`src/rtl/regfile_pkg.sv`:
```
// Shared definitions for the multi-port register file: size defaults,
// write-port priority and a helper to pick one field out of a flattened bus.
package regfile_pkg;

    localparam int XLEN_DEFAULT = 32;
    localparam int NREG_DEFAULT = 32;
    localparam int NRD_DEFAULT  = 2;

    // Load writeback (wr1) is younger in program order, so it wins collisions.
    localparam bit WR1_PRIORITY = 1'b1;

    localparam int FIELD_MAX_W = 128;
    localparam int BUS_MAX_W   = 1024;

    // Callers zero-extend the bus to BUS_MAX_W and truncate the result to w bits.
    function automatic logic [FIELD_MAX_W-1:0] bus_field(
        input logic [BUS_MAX_W-1:0] bus,
        input int unsigned          k,
        input int unsigned          w
    );
        logic [BUS_MAX_W-1:0]   shifted;
        logic [FIELD_MAX_W-1:0] mask;
        shifted = bus >> (k * w);
        if (w >= FIELD_MAX_W) begin
            mask = '1;
        end else begin
            mask = (FIELD_MAX_W'(1) << w) - FIELD_MAX_W'(1);
        end
        return shifted[FIELD_MAX_W-1:0] & mask;
    endfunction

endpackage

```
`src/rtl/regfile_scoreboard.sv`:
```
// Pending-write scoreboard: one busy bit per architectural register, set by
// issue-stage reservations and cleared by writeback. r0 is never busy.
module regfile_scoreboard
    import regfile_pkg::*;
#(
    parameter int NREG = NREG_DEFAULT,
    parameter int AW   = $clog2(NREG)
) (
    input  logic            clk,
    input  logic            rst,
    input  logic            rsv_en_i,
    input  logic [AW-1:0]   rsv_addr_i,
    input  logic            wr0_en_i,
    input  logic [AW-1:0]   wr0_addr_i,
    input  logic            wr1_en_i,
    input  logic [AW-1:0]   wr1_addr_i,
    output logic [NREG-1:0] busy_o
);

    logic [NREG-1:0] busy_q;
    logic [NREG-1:0] busy_d;

    // Clears are applied before the set so a same-edge reservation of a
    // register being written leaves it busy for the newly issued producer.
    always_comb begin
        busy_d = busy_q;
        if (wr0_en_i && (wr0_addr_i != '0)) begin
            busy_d[wr0_addr_i] = 1'b0;
        end
        if (wr1_en_i && (wr1_addr_i != '0)) begin
            busy_d[wr1_addr_i] = 1'b0;
        end
        if (rsv_en_i && (rsv_addr_i != '0)) begin
            busy_d[rsv_addr_i] = 1'b1;
        end
        busy_d[0] = 1'b0;
    end

    always_ff @(posedge clk or negedge rst) begin
        if (!rst) begin
            busy_q <= '0;
        end else begin
            busy_q <= busy_d;
        end
    end

    assign busy_o = busy_q;

endmodule

```
`src/rtl/regfile_mp.sv`:
```
// Parametrised register file with NRD read ports, two write ports, a busy
// scoreboard and a debug port. Define REGFILE_BYPASS_EN for write-to-read bypass.
module regfile_mp
    import regfile_pkg::*;
#(
    parameter int XLEN = XLEN_DEFAULT,
    parameter int NREG = NREG_DEFAULT,
    parameter int AW   = $clog2(NREG),
    parameter int NRD  = NRD_DEFAULT
) (
    input  logic              clk,
    input  logic              rst,
    input  logic [NRD*AW-1:0] rd_addr,
    output logic [NRD*XLEN-1:0] rd_data,
    output logic [NRD-1:0]    rd_busy,
    input  logic              wr0_en,
    input  logic [AW-1:0]     wr0_addr,
    input  logic [XLEN-1:0]   wr0_data,
    input  logic              wr1_en,
    input  logic [AW-1:0]     wr1_addr,
    input  logic [XLEN-1:0]   wr1_data,
    input  logic              rsv_en,
    input  logic [AW-1:0]     rsv_addr,
    input  logic [AW-1:0]     dbg_addr,
    output logic [XLEN-1:0]   dbg_data
);

    logic [XLEN-1:0] regs_q [1:NREG-1];
    logic [XLEN-1:0] regs_d [1:NREG-1];
    logic [NREG-1:0] busy;

    logic wr0_hit;
    logic wr1_hit;
    logic wr_collide;
    logic wr0_commit;
    logic wr1_commit;

    assign wr0_hit    = wr0_en && (wr0_addr != '0);
    assign wr1_hit    = wr1_en && (wr1_addr != '0);
    assign wr_collide = wr0_hit && wr1_hit && (wr0_addr == wr1_addr);
    assign wr0_commit = wr0_hit && !(wr_collide && WR1_PRIORITY);
    assign wr1_commit = wr1_hit && !(wr_collide && !WR1_PRIORITY);

    always_comb begin
        regs_d = regs_q;
        if (wr0_commit) begin
            regs_d[wr0_addr] = wr0_data;
        end
        if (wr1_commit) begin
            regs_d[wr1_addr] = wr1_data;
        end
    end

    always_ff @(posedge clk or negedge rst) begin
        if (!rst) begin
            for (int i = 1; i < NREG; i++) begin
                regs_q[i] <= '0;
            end
        end else begin
            regs_q <= regs_d;
        end
    end

    regfile_scoreboard #(
        .NREG (NREG),
        .AW   (AW)
    ) u_scoreboard (
        .clk        (clk),
        .rst        (rst),
        .rsv_en_i   (rsv_en),
        .rsv_addr_i (rsv_addr),
        .wr0_en_i   (wr0_en),
        .wr0_addr_i (wr0_addr),
        .wr1_en_i   (wr1_en),
        .wr1_addr_i (wr1_addr),
        .busy_o     (busy)
    );

    for (genvar k = 0; k < NRD; k++) begin : g_rd
        logic [AW-1:0]   addr;
        logic [XLEN-1:0] stored;

        assign addr   = AW'(bus_field(BUS_MAX_W'(rd_addr), k, AW));
        assign stored = (addr == '0) ? '0 : regs_q[addr];

`ifdef REGFILE_BYPASS_EN
        logic wr0_match;
        logic wr1_match;

        // Commit-qualified matches so a dropped colliding write is never forwarded.
        assign wr0_match = wr0_commit && (wr0_addr == addr);
        assign wr1_match = wr1_commit && (wr1_addr == addr);

        assign rd_data[k*XLEN +: XLEN] = wr1_match ? wr1_data :
                                         wr0_match ? wr0_data : stored;
        assign rd_busy[k] = busy[addr] &
                            ~((wr0_hit && (wr0_addr == addr)) ||
                              (wr1_hit && (wr1_addr == addr)));
`else
        assign rd_data[k*XLEN +: XLEN] = stored;
        assign rd_busy[k]              = busy[addr];
`endif
    end

    assign dbg_data = (dbg_addr == '0) ? '0 : regs_q[dbg_addr];

endmodule

```
`config.mk`:
```
export PLATFORM = sky130hd
export DESIGN_NAME = regfile_mp
export DESIGN_NICKNAME = d
export VERILOG_FILES = /design/src/rtl/regfile_pkg.sv /design/src/rtl/regfile_scoreboard.sv /design/src/rtl/regfile_mp.sv
export SDC_FILE = /design/constraint.sdc
export NUM_CORES = 2
export LEC_CHECK = 0
export CAP_MARGIN = 20
export CORE_MARGIN = 10
export CORE_UTILIZATION = 45
export DETAILED_ROUTE_END_ITERATION = 10
export GPL_ROUTABILITY_DRIVEN = 0
export PLACE_DENSITY = 0.6
export SETUP_SLACK_MARGIN = 0.05
export SYNTH_ARGS = -nofsm -noshare
export SYNTH_HDL_FRONTEND = slang
export SYNTH_HIERARCHICAL = 1
export SYNTH_SLANG_ARGS = --single-unit
```
`constraint.sdc`:
```
create_clock -name clk -period 5.8 [get_ports clk]
set_input_delay 1.16 -clock clk [delete_from_list [all_inputs] [get_ports clk]]
set_output_delay 1.16 -clock clk [all_outputs]
set_load 0.02 [all_outputs]
```
==> results_dict.tcl <==
set metrics [dict create \
    status "completed" \
    final-seq-area_um2 25600 \
    syn_inst 7834 \
    synth_top_family_by_area "multiplexers" \
    drt_iter0_markers 13550 \
    yosysWarnings 6 \
    yosysTopAreaCell "dfrtp_1" \
    grt_pass1_vias 67176 \
    fmax_mhz 176 \
    cp_data_arrival_time_ns 4.53 \
    drive_gt1_share_pct 19.0 \
    cp_max_fo 14 \
    first_pass_iters 7 \
    numCtsBuffers 117 \
    fin_tns_setup_ns 0 \
    final_cell_mix "nand2_1 (1946), dfrtp_1 (1023), nor2_1 (992)" \
    synthAdderAreaFrac_pct 0 \
    yosys-mux-area-fraction_pct 26.1 \
    slew_headroom_pct 16.7 \
    post_drt_wl_per_cell_um 37.5 \
    maxCapViolCount 0 \
    post-route-min-period_ns 5.69 \
    cts_hold_buf 0 \
    boundaryPins 197 \
    synth_fp_nets 7933 \
    initial_core_util_pct 45.3 \
    pre_cts_ws_ns 0.321 \
    fp-row-count 146 \
    leakage_nw 33.4 \
    multi_input_area_um2 43000 \
    cts_resized 0 \
    hold_class "in -> async" \
    area_delta_synth_final_pct 12.5 \
    core_area_um2 159000 \
    synth_top_flop_cell "dfrtp_1" \
    grt_overflow 0 \
    clock_latency_ns 0.78 \
    grt_max_degree 138 \
    track_usage_pct 40.5 \
    root_buffer "clkbuf_16" \
    critPathRequiredTime_ns 4.64 \
    drc 0 \
    finClkSkew_ns 0 \
    synth_area_um2 71800 \
    ant_nets 0 \
    nFillCells 14171 \
    synth_compound_area_share_pct 14.5 \
    port_buffers 196 \
    setup_viol 0 \
    hold_viol_final 0 \
    postSynthAreaPerCell_um2 9.17 \
    period_share_pct 98.1 \
    end_kind "output pin" \
    synth_cell_types 57 \
    cts_setup_buffers 0 \
    fin_util_pct 51.0 \
    die_h_um 420 \
    clockBufferDepth 3 \
    die-area_um2 176000 \
    cts_htree_levels 3 \
    antenna_found_initial 40 \
    cts.sinks 1023 \
    clk_pin_slew_ns 0.06 \
    grt_pass1_wl_mm 514 \
    drt-total-wl_mm 368 \
    drv_slew 0 \
    start_kind "primary input" \
    dpl.hpwl_mm 223 \
    vias 72309 \
    die_w_um 420 \
    cts_tree "built" \
    async_flop_share_pct 100 \
    viasPerCell 7.37 \
    yosys.area_share.xor_xnor_pct 0.0610 \
    synth_seq_area_share_pct 35.6 \
    ir_drop_mv 0.260 \
    synthSimpleGateAreaFrac_pct 18.3 \
    powerDensity_nw_per_um2 350 \
    rsz0062_at_grt "no" \
    final_common_cell "nand2_1" \
    criticalPathCategory "in -> out" \
    synthTopCellsByArea "dfrtp_1 (36%), mux4_2 (20%), nand2_1 (10%)" \
    synth_top_area_share_pct 35.6 \
    finalNetCount 7718 \
    worst_pin_slew_ns 1.25 \
    synth-edff-count 0 \
    worst_slack_ns 0.108 \
    synth-seq-cells 1023 \
]
==> registers in the layout (all words and copies together), names as in the netlist <==
| name | count |
|---|---|
| u_scoreboard/busy_o | 31 |
| regs_q | 992 |
==> cell families (layout without fill, tap and decap cells) <==
kind of cell / count (synthesis) / after routing
and+or+nand+nor: 3313 / 3313
AOI/OAI and AO/OA: 1538 / 1538
muxes: 1051 / 1051
DFF: 1023 / 1023
buffers and inverters: 903 / 783
xor gates and xnor gates: 5 / 5
other: 1 / 26
==> final timing paths <==
kind | slack, ns | to | depth (start not counted) | start
worst max-delay path | 0.11 | dbg_data[30] | 4 | dbg_addr[4]
worst min-delay path | 0.40 | regs_q[260] | 1 | rst
worst max register to register | 4.93 | regs_q[861] | 2 | regs_q[861]
worst min register to register | 0.53 | u_scoreboard/busy_o[6] | 1 | u_scoreboard/busy_o[6]
max in group asynchronous | 3.96 | regs_q[439] | 2 | rst
min in group clk | 0.53 | u_scoreboard/busy_o[6] | 1 | u_scoreboard/busy_o[6]
==> cell type report <==
cell class / count / area share (%)
Multi-Input combinational cell: 5908 / 53.2
Sequential cell: 1023 / 31.7
Timing Repair Buffer: 565 / 6.86
Clock buffer: 172 / 4.30
Tap cell: 2072 / 3.21
Clock inverter: 42 / 0.694
Antenna cell: 25 / 0.0774
Inverter: 4 / 0.0186
==> cell usage after synthesis, drive strengths merged, types with 79 or more instances <==
cell type / number
clkbuf: 570
o211ai: 118
a31oi: 907
nand3: 115
mux4: 648
mux2: 89
dfrtp: 1023
o22ai: 106
mux2i: 314
nand2: 1981
a22oi: 79
buf: 329
nor2: 994
==> stage by stage <==
| stage | instance area, µm² | power, mW | hold WS [ns] | std cells |
|---|---|---|---|---|
| 4_1_cts | 80500 | 27.7 | 0.451 | 9777 |
| 3_3_place_gp | 76500 | 19.5 | 0.507 | 9563 |
| 3_5_place_dp | 76500 | 19.8 | 0.518 | 9563 |
| 6_report | 80800 | 28.2 | 0.405 | 9811 |
| 5_1_grt | 80800 | 29.1 | 0.480 | 9795 |
| 2_1_floorplan | 71800 | 16.4 | 0.477 | 7834 |
==> worst max-delay path: stages <==
cell and delay [ns]:
clkdlybuf4s50_1 0.77, nand2_2 0.62, o221ai_1 1.15, clkdlybuf4s50_1 0.81
==> per-layer routing <==
metal / GRT usage, % / up-vias / routed length [µm]
li1: - / 28137 / -
met1: 50.2 / 34932 / 125000
met2: 54.9 / 7321 / 146000
met3: 17.4 / 1879 / 61000
met4: 31.9 / 40 / 36300
met5: 0.219 / - / 296
==> report_power, final <==
group / switching (mW) / internal, mW / total, mW / leakage (nW)
logic: 4.35 / 4.45 / 8.80 / 18.9
registers: 2.30 / 9.06 / 11.4 / 12.5
clock network: 3.43 / 4.66 / 8.09 / 1.99
Power figures use the tool's default switching activity.
